## config.mk

```make
export PLATFORM = sky130hd
export DESIGN_NAME = mem_arbiter
export DESIGN_NICKNAME = d
export VERILOG_FILES = /design/src/rtl/mem_arbiter_pkg.sv /design/src/rtl/mem_arbiter_lane_fmt.sv /design/src/rtl/mem_arbiter.sv
export SDC_FILE = /design/constraint.sdc
export NUM_CORES = 1
export LEC_CHECK = 0
export BUFFER_PORTS_ARGS = -buffer_cell sky130_fd_sc_hd__buf_4
export CAP_MARGIN = 5
export CORE_MARGIN = 10
export CORE_UTILIZATION = 49
export CTS_BUF_LIST = sky130_fd_sc_hd__clkbuf_4 sky130_fd_sc_hd__clkbuf_8
export DETAILED_ROUTE_END_ITERATION = 10
export PLACE_DENSITY = 0.89
export SLEW_MARGIN = 40
export SYNTH_ARGS = -nofsm -noshare
export SYNTH_HDL_FRONTEND = slang
export SYNTH_SLANG_ARGS = --single-unit
```

## constraint.sdc

```tcl
create_clock -name clk -period 2.7 [get_ports clk]
set_input_delay 0.405 -clock clk [delete_from_list [all_inputs] [get_ports clk]]
set_output_delay 0.405 -clock clk [all_outputs]
set_load 0.005 [all_outputs]
```

## src/rtl/mem_arbiter_pkg.sv

```systemverilog
// Shared types and constants for the two-requester memory arbiter.
// Imported by the arbiter core and its lane formatter.
package mem_arbiter_pkg;

    typedef enum logic [1:0] {
        MA_IDLE  = 2'd0,
        MA_ISSUE = 2'd1,
        MA_WAIT  = 2'd2,
        MA_RESP  = 2'd3
    } ma_state_t;

    typedef enum logic {
        MA_IF = 1'b0,
        MA_D  = 1'b1
    } ma_id_t;

    localparam logic [3:0] WE_WORD = 4'b1111;
    localparam logic [3:0] WE_NONE = 4'b0000;

    // Byte accesses never fault; word accesses must be 4-byte aligned.
    function automatic logic is_misaligned(input logic is_byte, input logic [1:0] lane);
        return !is_byte && (lane != 2'b00);
    endfunction

endpackage

```

## src/rtl/mem_arbiter_lane_fmt.sv

```systemverilog
// Byte-lane steering for stores and byte select / sign extension for loads.
// Purely combinational; lane is the low two bits of the registered address.
module mem_lane_fmt
    import mem_arbiter_pkg::*;
(
    input  logic [1:0]  lane,
    input  logic        is_byte,
    input  logic [31:0] st_data,
    input  logic [31:0] ld_word,
    output logic [3:0]  st_we,
    output logic [31:0] st_wdata,
    output logic [31:0] ld_data
);

    logic [7:0] ld_byte;

    always_comb begin
        st_we    = WE_WORD;
        st_wdata = st_data;
        ld_data  = ld_word;
        ld_byte  = ld_word[7:0];

        case (lane)
            2'd0:    ld_byte = ld_word[7:0];
            2'd1:    ld_byte = ld_word[15:8];
            2'd2:    ld_byte = ld_word[23:16];
            default: ld_byte = ld_word[31:24];
        endcase

        if (is_byte) begin
            st_we    = 4'b0001 << lane;
            st_wdata = {4{st_data[7:0]}};
            ld_data  = {{24{ld_byte[7]}}, ld_byte};
        end
    end

endmodule

```

## src/rtl/mem_arbiter.sv

```systemverilog
// Round-robin arbiter sharing one single-port synchronous RAM between
// instruction fetch (IF) and data load/store (D) requesters.
//
// state    | meaning
// ---------+-------------------------------------------------------------
// MA_IDLE  | sample requests, register winner and its access fields
// MA_ISSUE | grant pulse; RAM strobe, or error pulse if misaligned
// MA_WAIT  | RD_LAT-1 cycles of read latency (down-counter)
// MA_RESP  | read data valid to the winner, formatted from ram_rdata
module mem_arbiter
    import mem_arbiter_pkg::*;
#(
    parameter int ADDR_W = 32,
    parameter int RD_LAT = 1
)(
    input  logic              clk,
    input  logic              reset,
    input  logic              if_req,
    input  logic [ADDR_W-1:0] if_addr,
    output logic              if_gnt,
    output logic              if_err,
    output logic              if_rvalid,
    output logic [31:0]       if_rdata,
    input  logic              d_req,
    input  logic              d_we,
    input  logic              d_byte,
    input  logic [ADDR_W-1:0] d_addr,
    input  logic [31:0]       d_wdata,
    output logic              d_gnt,
    output logic              d_err,
    output logic              d_rvalid,
    output logic [31:0]       d_rdata,
    output logic              ram_en,
    output logic [3:0]        ram_we,
    output logic [ADDR_W-3:0] ram_addr,
    output logic [31:0]       ram_wdata,
    input  logic [31:0]       ram_rdata,
    output logic              busy
);

    localparam logic [2:0] WAIT_INIT = 3'(RD_LAT - 1);

    ma_state_t         state;
    ma_state_t         state_nxt;
    ma_id_t            winner;
    ma_id_t            last_gnt;
    ma_id_t            pick;
    logic              pick_valid;
    logic [ADDR_W-1:0] cur_addr;
    logic              cur_we;
    logic              cur_byte;
    logic [31:0]       cur_wdata;
    logic [2:0]        wait_cnt;
    logic              cur_err;
    logic [3:0]        lane_we;
    logic [31:0]       lane_wdata;
    logic [31:0]       lane_rdata;

    // Contention goes to whoever was not granted last.
    always_comb begin
        pick_valid = if_req | d_req;
        pick       = MA_IF;
        if (if_req && d_req) begin
            pick = (last_gnt == MA_IF) ? MA_D : MA_IF;
        end else if (d_req) begin
            pick = MA_D;
        end
    end

    always_ff @(posedge clk or negedge reset) begin
        if (!reset) begin
            state     <= MA_IDLE;
            winner    <= MA_IF;
            last_gnt  <= MA_D;
            cur_addr  <= '0;
            cur_we    <= 1'b0;
            cur_byte  <= 1'b0;
            cur_wdata <= '0;
            wait_cnt  <= '0;
        end else begin
            state <= state_nxt;
            if (state == MA_IDLE && pick_valid) begin
                winner <= pick;
                if (pick == MA_IF) begin
                    cur_addr  <= if_addr;
                    cur_we    <= 1'b0;
                    cur_byte  <= 1'b0;
                    cur_wdata <= '0;
                end else begin
                    cur_addr  <= d_addr;
                    cur_we    <= d_we;
                    cur_byte  <= d_byte;
                    cur_wdata <= d_wdata;
                end
            end
            if (state == MA_ISSUE) begin
                last_gnt <= winner;
                wait_cnt <= WAIT_INIT;
            end else if (state == MA_WAIT) begin
                wait_cnt <= wait_cnt - 3'd1;
            end
        end
    end

    assign cur_err = is_misaligned(cur_byte, cur_addr[1:0]);

    always_comb begin
        state_nxt = state;
        case (state)
            MA_IDLE: begin
                if (pick_valid) state_nxt = MA_ISSUE;
            end
            MA_ISSUE: begin
                if (cur_err || cur_we) state_nxt = MA_IDLE;
                else if (RD_LAT > 1)   state_nxt = MA_WAIT;
                else                   state_nxt = MA_RESP;
            end
            MA_WAIT: begin
                if (wait_cnt == 3'd1) state_nxt = MA_RESP;
            end
            MA_RESP: state_nxt = MA_IDLE;
            default: state_nxt = MA_IDLE;
        endcase
    end

    // All strobes decode registered state and winner only.
    always_comb begin
        if_gnt    = 1'b0;
        d_gnt     = 1'b0;
        if_err    = 1'b0;
        d_err     = 1'b0;
        ram_en    = 1'b0;
        ram_we    = WE_NONE;
        if_rvalid = 1'b0;
        d_rvalid  = 1'b0;
        if_rdata  = '0;
        d_rdata   = '0;
        busy      = (state != MA_IDLE);

        if (state == MA_ISSUE) begin
            if_gnt = (winner == MA_IF);
            d_gnt  = (winner == MA_D);
            if_err = (winner == MA_IF) && cur_err;
            d_err  = (winner == MA_D) && cur_err;
            ram_en = !cur_err;
            if (!cur_err && cur_we) ram_we = lane_we;
        end

        if (state == MA_RESP) begin
            if (winner == MA_IF) begin
                if_rvalid = 1'b1;
                if_rdata  = ram_rdata;
            end else begin
                d_rvalid = 1'b1;
                d_rdata  = lane_rdata;
            end
        end
    end

    assign ram_addr  = cur_addr[ADDR_W-1:2];
    assign ram_wdata = lane_wdata;

    mem_lane_fmt u_lane_fmt (
        .lane     (cur_addr[1:0]),
        .is_byte  (cur_byte),
        .st_data  (cur_wdata),
        .ld_word  (ram_rdata),
        .st_we    (lane_we),
        .st_wdata (lane_wdata),
        .ld_data  (lane_rdata)
    );

endmodule

```

-- Yosys cells after proc, flatten, opt, wreduce, memory -nomap -nowiden
Cells that the tools add are included.
Widths: inputs -> output; s select.
- flip-flop bits (word level): 73
- logic and storage cells: 67
- input port bits: 134
- mux-type cells: 32
- equality and inequality tests: 8
- bitwise operators: 2
- shifts and indexed selects: 1
- $add $sub $neg: 1
- reduce and logical (&&, ||, !) cells: 15
- operators by type and width (operator ; count):
    $mux 32 ; 8
    $pmux 8 s3 ; 1
    $mux 1 ; 14
    $mux 4 ; 3
    $pmux 2 s4 ; 1
    $eq 2x2->1 const B ; 3
    $logic_and 1x1->1 ; 6
    $mux 2 ; 3
    $mux 3 ; 2
    $reduce_bool 2->1 ; 3
    $eq 2x1->1 const B ; 2
    $logic_not 2->1 ; 2
    $shl 1x2->4 const A ; 1
    $eq 3x1->1 const B ; 1
    $sub 3x1->3 const B ; 1
    $logic_not 1->1 ; 2
    $ne 2x1->1 const B ; 1
    $ne 2x2->1 const B ; 1
    $reduce_and 2->1 ; 1
    $logic_or 1x1->1 ; 1
    $not 1->1 ; 1
    $or 1x1->1 ; 1

-- Depth between registers and ports, before layout
- depth in word-level cells: 6
- depth in mapped cells: 7
- depth with buffers taken out: 5

-- By module
From an unflattened synthesis, not the netlist that was laid out.
- cell total of the unflattened synthesis: 543
- area total of the unflattened synthesis: 4854.7 um2
- by module, submodules not included (module ; area each (um2) ; cells each ; instances):
    mem_arbiter ; 3852.4 ; 373 ; 1
    mem_lane_fmt ; 1002.2 ; 170 ; 1

-- Worst setup path before layout
No wires, ideal clock.
- path type: register to output
- start point: register state[0]
- end point: output port d_rdata[11]
- path buffers: 1
- data arrival time: 1278 ps
- setup slack: 1017 ps
- cell stages (with the launch flop): 7
- required time: 2295 ps
- cells stage by stage: dfrtp_1 > ha_1 > nand2_2 > inv_1 > o2111ai_4 > buf_6 > nor2_1
- longest elaborated chain between the ends: 2
- ends and longest elaborated chain (element ; RTL line ; text):
    start, declared ; mem_arbiter.sv:43 ; ma_state_t state;
    start signal, assigned ; mem_arbiter.sv:81 ; state <= state_nxt;
    $eq 2x2->1 ; mem_arbiter.sv:149 ; if (state == MA_RESP) begin
    $mux 32 ; mem_arbiter.sv:149 ;
    end, declared ; mem_arbiter.sv:32 ; output logic [31:0] d_rdata,
Every way passes these cells.

-- Worst setup path after layout
- start point: register cur_addr[1]
- end point: output port d_rdata[3]
- longest elaborated chain between the ends: 5
- elaborated cells on any way between the ends: 7
- classes of those cells: 2 x eq/ne; 4 x mux; 1 x reduce/logical
- ends and longest elaborated chain (element ; RTL line ; text):
    start, declared ; mem_arbiter.sv:49 ; logic [ADDR_W-1:0] cur_addr;
    start signal, assigned ; mem_arbiter.sv:85 ; cur_addr <= if_addr;
    start signal, assigned ; mem_arbiter.sv:90 ; cur_addr <= d_addr;
    $eq 2x2->1, or another cell as far along ; mem_arbiter_lane_fmt.sv:23 ; case (lane)
    $pmux 8 s3 * ; mem_arbiter_lane_fmt.sv:23 ;
    $mux 32 * ; mem_arbiter_lane_fmt.sv:30 ; if (is_byte) begin
    $mux 32 * ; mem_arbiter.sv:150 ; if (winner == MA_IF) begin
    $mux 32 * ; mem_arbiter.sv:149 ;
Mark *: on every way between the ends. The rest lies on a longest branch, timed or not.

==> results.toml <==
[global_routing]
grt_pass1_wl_microns = 24600
grt_usage = 0.229
antenna_found_initial = 0
overflow = 0
grt_max_degree = 74
grt_pass1_vias = 4724

[critical_path]
worst-r2r-setup-slack_ns = 0.73
arrival_ns = 2.01
critical_path_class = "register to primary output"
path_buf_inv = 2
crit_path_max_incr_delay_ns = 0.38
startpoint_type = "register"
crit_family = "buffers and inverters"
cp-end-kind = "primary output"
r2r_start = "state[0]"
crit_top_cell = "buf_4"
crit_required_ns = 2.30
crit_chain = "buf_4 -> and2_1 -> a21oi_1 -> o221ai_1 -> buf_4"
path_max_fanout = 24
cp_slowest_cell = "dfrtp_1"
cp-startpoint = "cur_addr[1]"

[yosys]
synth_cell_types = 38
postSynthAreaPerCell_sq_um = 8.80
synth_top_area_share = 0.390
yosys_most_used_dff = "dfrtp_1"
yosys-top-cells-count = "72 x dfrtp_1, 59 x o21ai_0, 56 x nor2_1"
netlist_area_sq_um = 4620
synth_edf_count = 0
ys_seq_area_frac = 0.396
ys.warnings.count = 0
synth_area_leaders = "dfrtp_1 39%, mux2i_1 7.1%, buf_4 6.8%"
yosys.cell_count.top_type = "dfrtp_1"
async_reset_ff_frac = 1.00
synth_nets = 665
postSynthCellCount = 525
synth_seq_cells = 73
yosysTopAreaCell = "dfrtp_1"

[die]
num_io_pins = 272
die_y_microns = 117
dieArea_sq_um = 13700
start_util = 0.502
core_region_area_sq_um = 9200
die_width_microns = 117
row_count = 35

[clock_tree]
clk_path_buf_depth = 2
clock_latency_ns = 0.35
clock-sinks = 73
cts_buffers = 9
cts_resized = 0
htree_levels = 3
root_buffer = "clkbuf_8"
postCtsHoldBufs = 0
cts.reportedPaths.clkPinSlew_ns = 0.08
cts_setup_buffers = 0
tritoncts = "built"

[power_and_ir_drop]
powerDensity_nw_per_um2 = 953
p_leak_uw = 0.00353
ir_drop_v = 0.000573

[route]
vias = 4577
drt_wl_total_microns = 16300
ant_nets = 0
drt-pass1-iter-count = 4
drtIter0Drc = 353
vias_per_cell = 5.33
post-route-drc-count = 0
wl_per_cell_microns = 19.0

[placement]
hpwl_microns = 13400
place_congestion = 1.01
portBuffers = 271

[sta]
finalCritPeriodShare = 0.895
tns_ns = 0
finalSetupViolCount = 0
whs_ns = 0.0741
hold_viol = 0
period_minus_slack_ns = 2.42
max_freq_mhz = 414
clock_skew_ns = 0.0197
rsz0062_at_grt = "false"
worstMarginPinSlew_ns = 0.703
slew_viol_final = 0
maxSlewHeadroom = 0.531

[outcome]
status = "finished, final reports clean"

[cells_and_area]
drive_gt1_frac = 0.421
layout.nets = 883
antenna_cells_inserted = 0
synthToLayoutAreaGrowth_pct = 43.5

[worst_hold_path]
hp-class = "input pin to async pin"

[run]
max_cap_viol_count = 0
metal layers:
layer,GRT usage,vias up,share of wire
met5,0,-,0
met4,0.120,0,0.040
met3,0.0861,48,0.12
met2,0.401,255,0.50
met1,0.234,2121,0.34
li1,-,2153,-
through the flow:
step / worst slack, ns / cells / area, sq um / power (uW) / utilization
6_report: 0.284 / 859 / 6630 / 6320 / 0.721
5_1_grt: 0.129 / 859 / 6630 / 6820 / 0.721
4_1_cts: 0.262 / 859 / 6630 / 6360 / 0.721
3_5_place_dp: 0.652 / 843 / 6430 / 5490 / 0.699
3_3_place_gp: 0.721 / 841 / 6380 / 5260 / 0.694
2_1_floorplan: 1.02 / 525 / 4620 / 4080 / -
registers in the layout, summed over array words and instances (netlist names):
| name | count |
|---|---|
| last_gnt | 1 |
| cur_wdata | 32 |
| winner | 1 |
| state | 2 |
| cur_byte | 1 |
| cur_addr | 32 |
| cur_we | 1 |
| wait_cnt | 3 |
cell usage in the layout, fill, tap and decap left out, types with 5 or more instances in the layout:
master    synthesis  final
dfrtp_1          72     71
nor2b_1          10     10
nand2_1          53     53
nor3_1            5      5
nand2b_1         10     10
mux2_2            8      8
nor2_1           56     56
inv_1            33     33
o221ai_1          7      7
o21ai_0          59     59
mux2i_1          33     33
a21oi_1           9      9
a22o_1           34     34
buf_4            42    278
ha_1              6      6
and2_1           35     35
clkbuf_8          0     10
worst reg2reg max path, stage by stage, from the launching register on:
cell and delay, ns:
dfrtp_1 0.42, inv_1 0.17, ha_1 0.34, o21ai_4 0.12, buf_8 0.18, buf_16 0.17, buf_12 0.19, a22o_1 0.26
area by class of cell:
class,count,area (sq um)
multi-input combinational,344,2170
fill,675,2570
clock buffer,11,145
timing repair buffer,282,2160
clock inverter,5,56.3
tap,111,139
sequential,73,1830
inverter,33,124
worst paths after layout:
path,to,cells after the start
max,d_rdata[3],5
max in group asynchronous,cur_byte,1
max reg2reg,cur_we,7
min,cur_addr[24],1
min reg2reg,cur_addr[4],2
min in group clk,cur_wdata[12],2
power by group:
| group | internal, uW | leakage [uW] | switching, uW |
|---|---|---|---|
| clock | 461 | 0.000103 | 404 |
| combinational | 1780 | 0.00251 | 1680 |
| sequential | 1620 | 0.000920 | 370 |
| total | 3860 | 0.00353 | 2460 |
logic make-up after synthesis:
family | synth area share
simple gates | 0.182
flops | 0.396
buf+inv | 0.135
mux | 0.0942
xor+xnor | 0.00190
fa+ha+maj | 0.0162
compound gates | 0.175
Power figures use the tool's default switching activity.
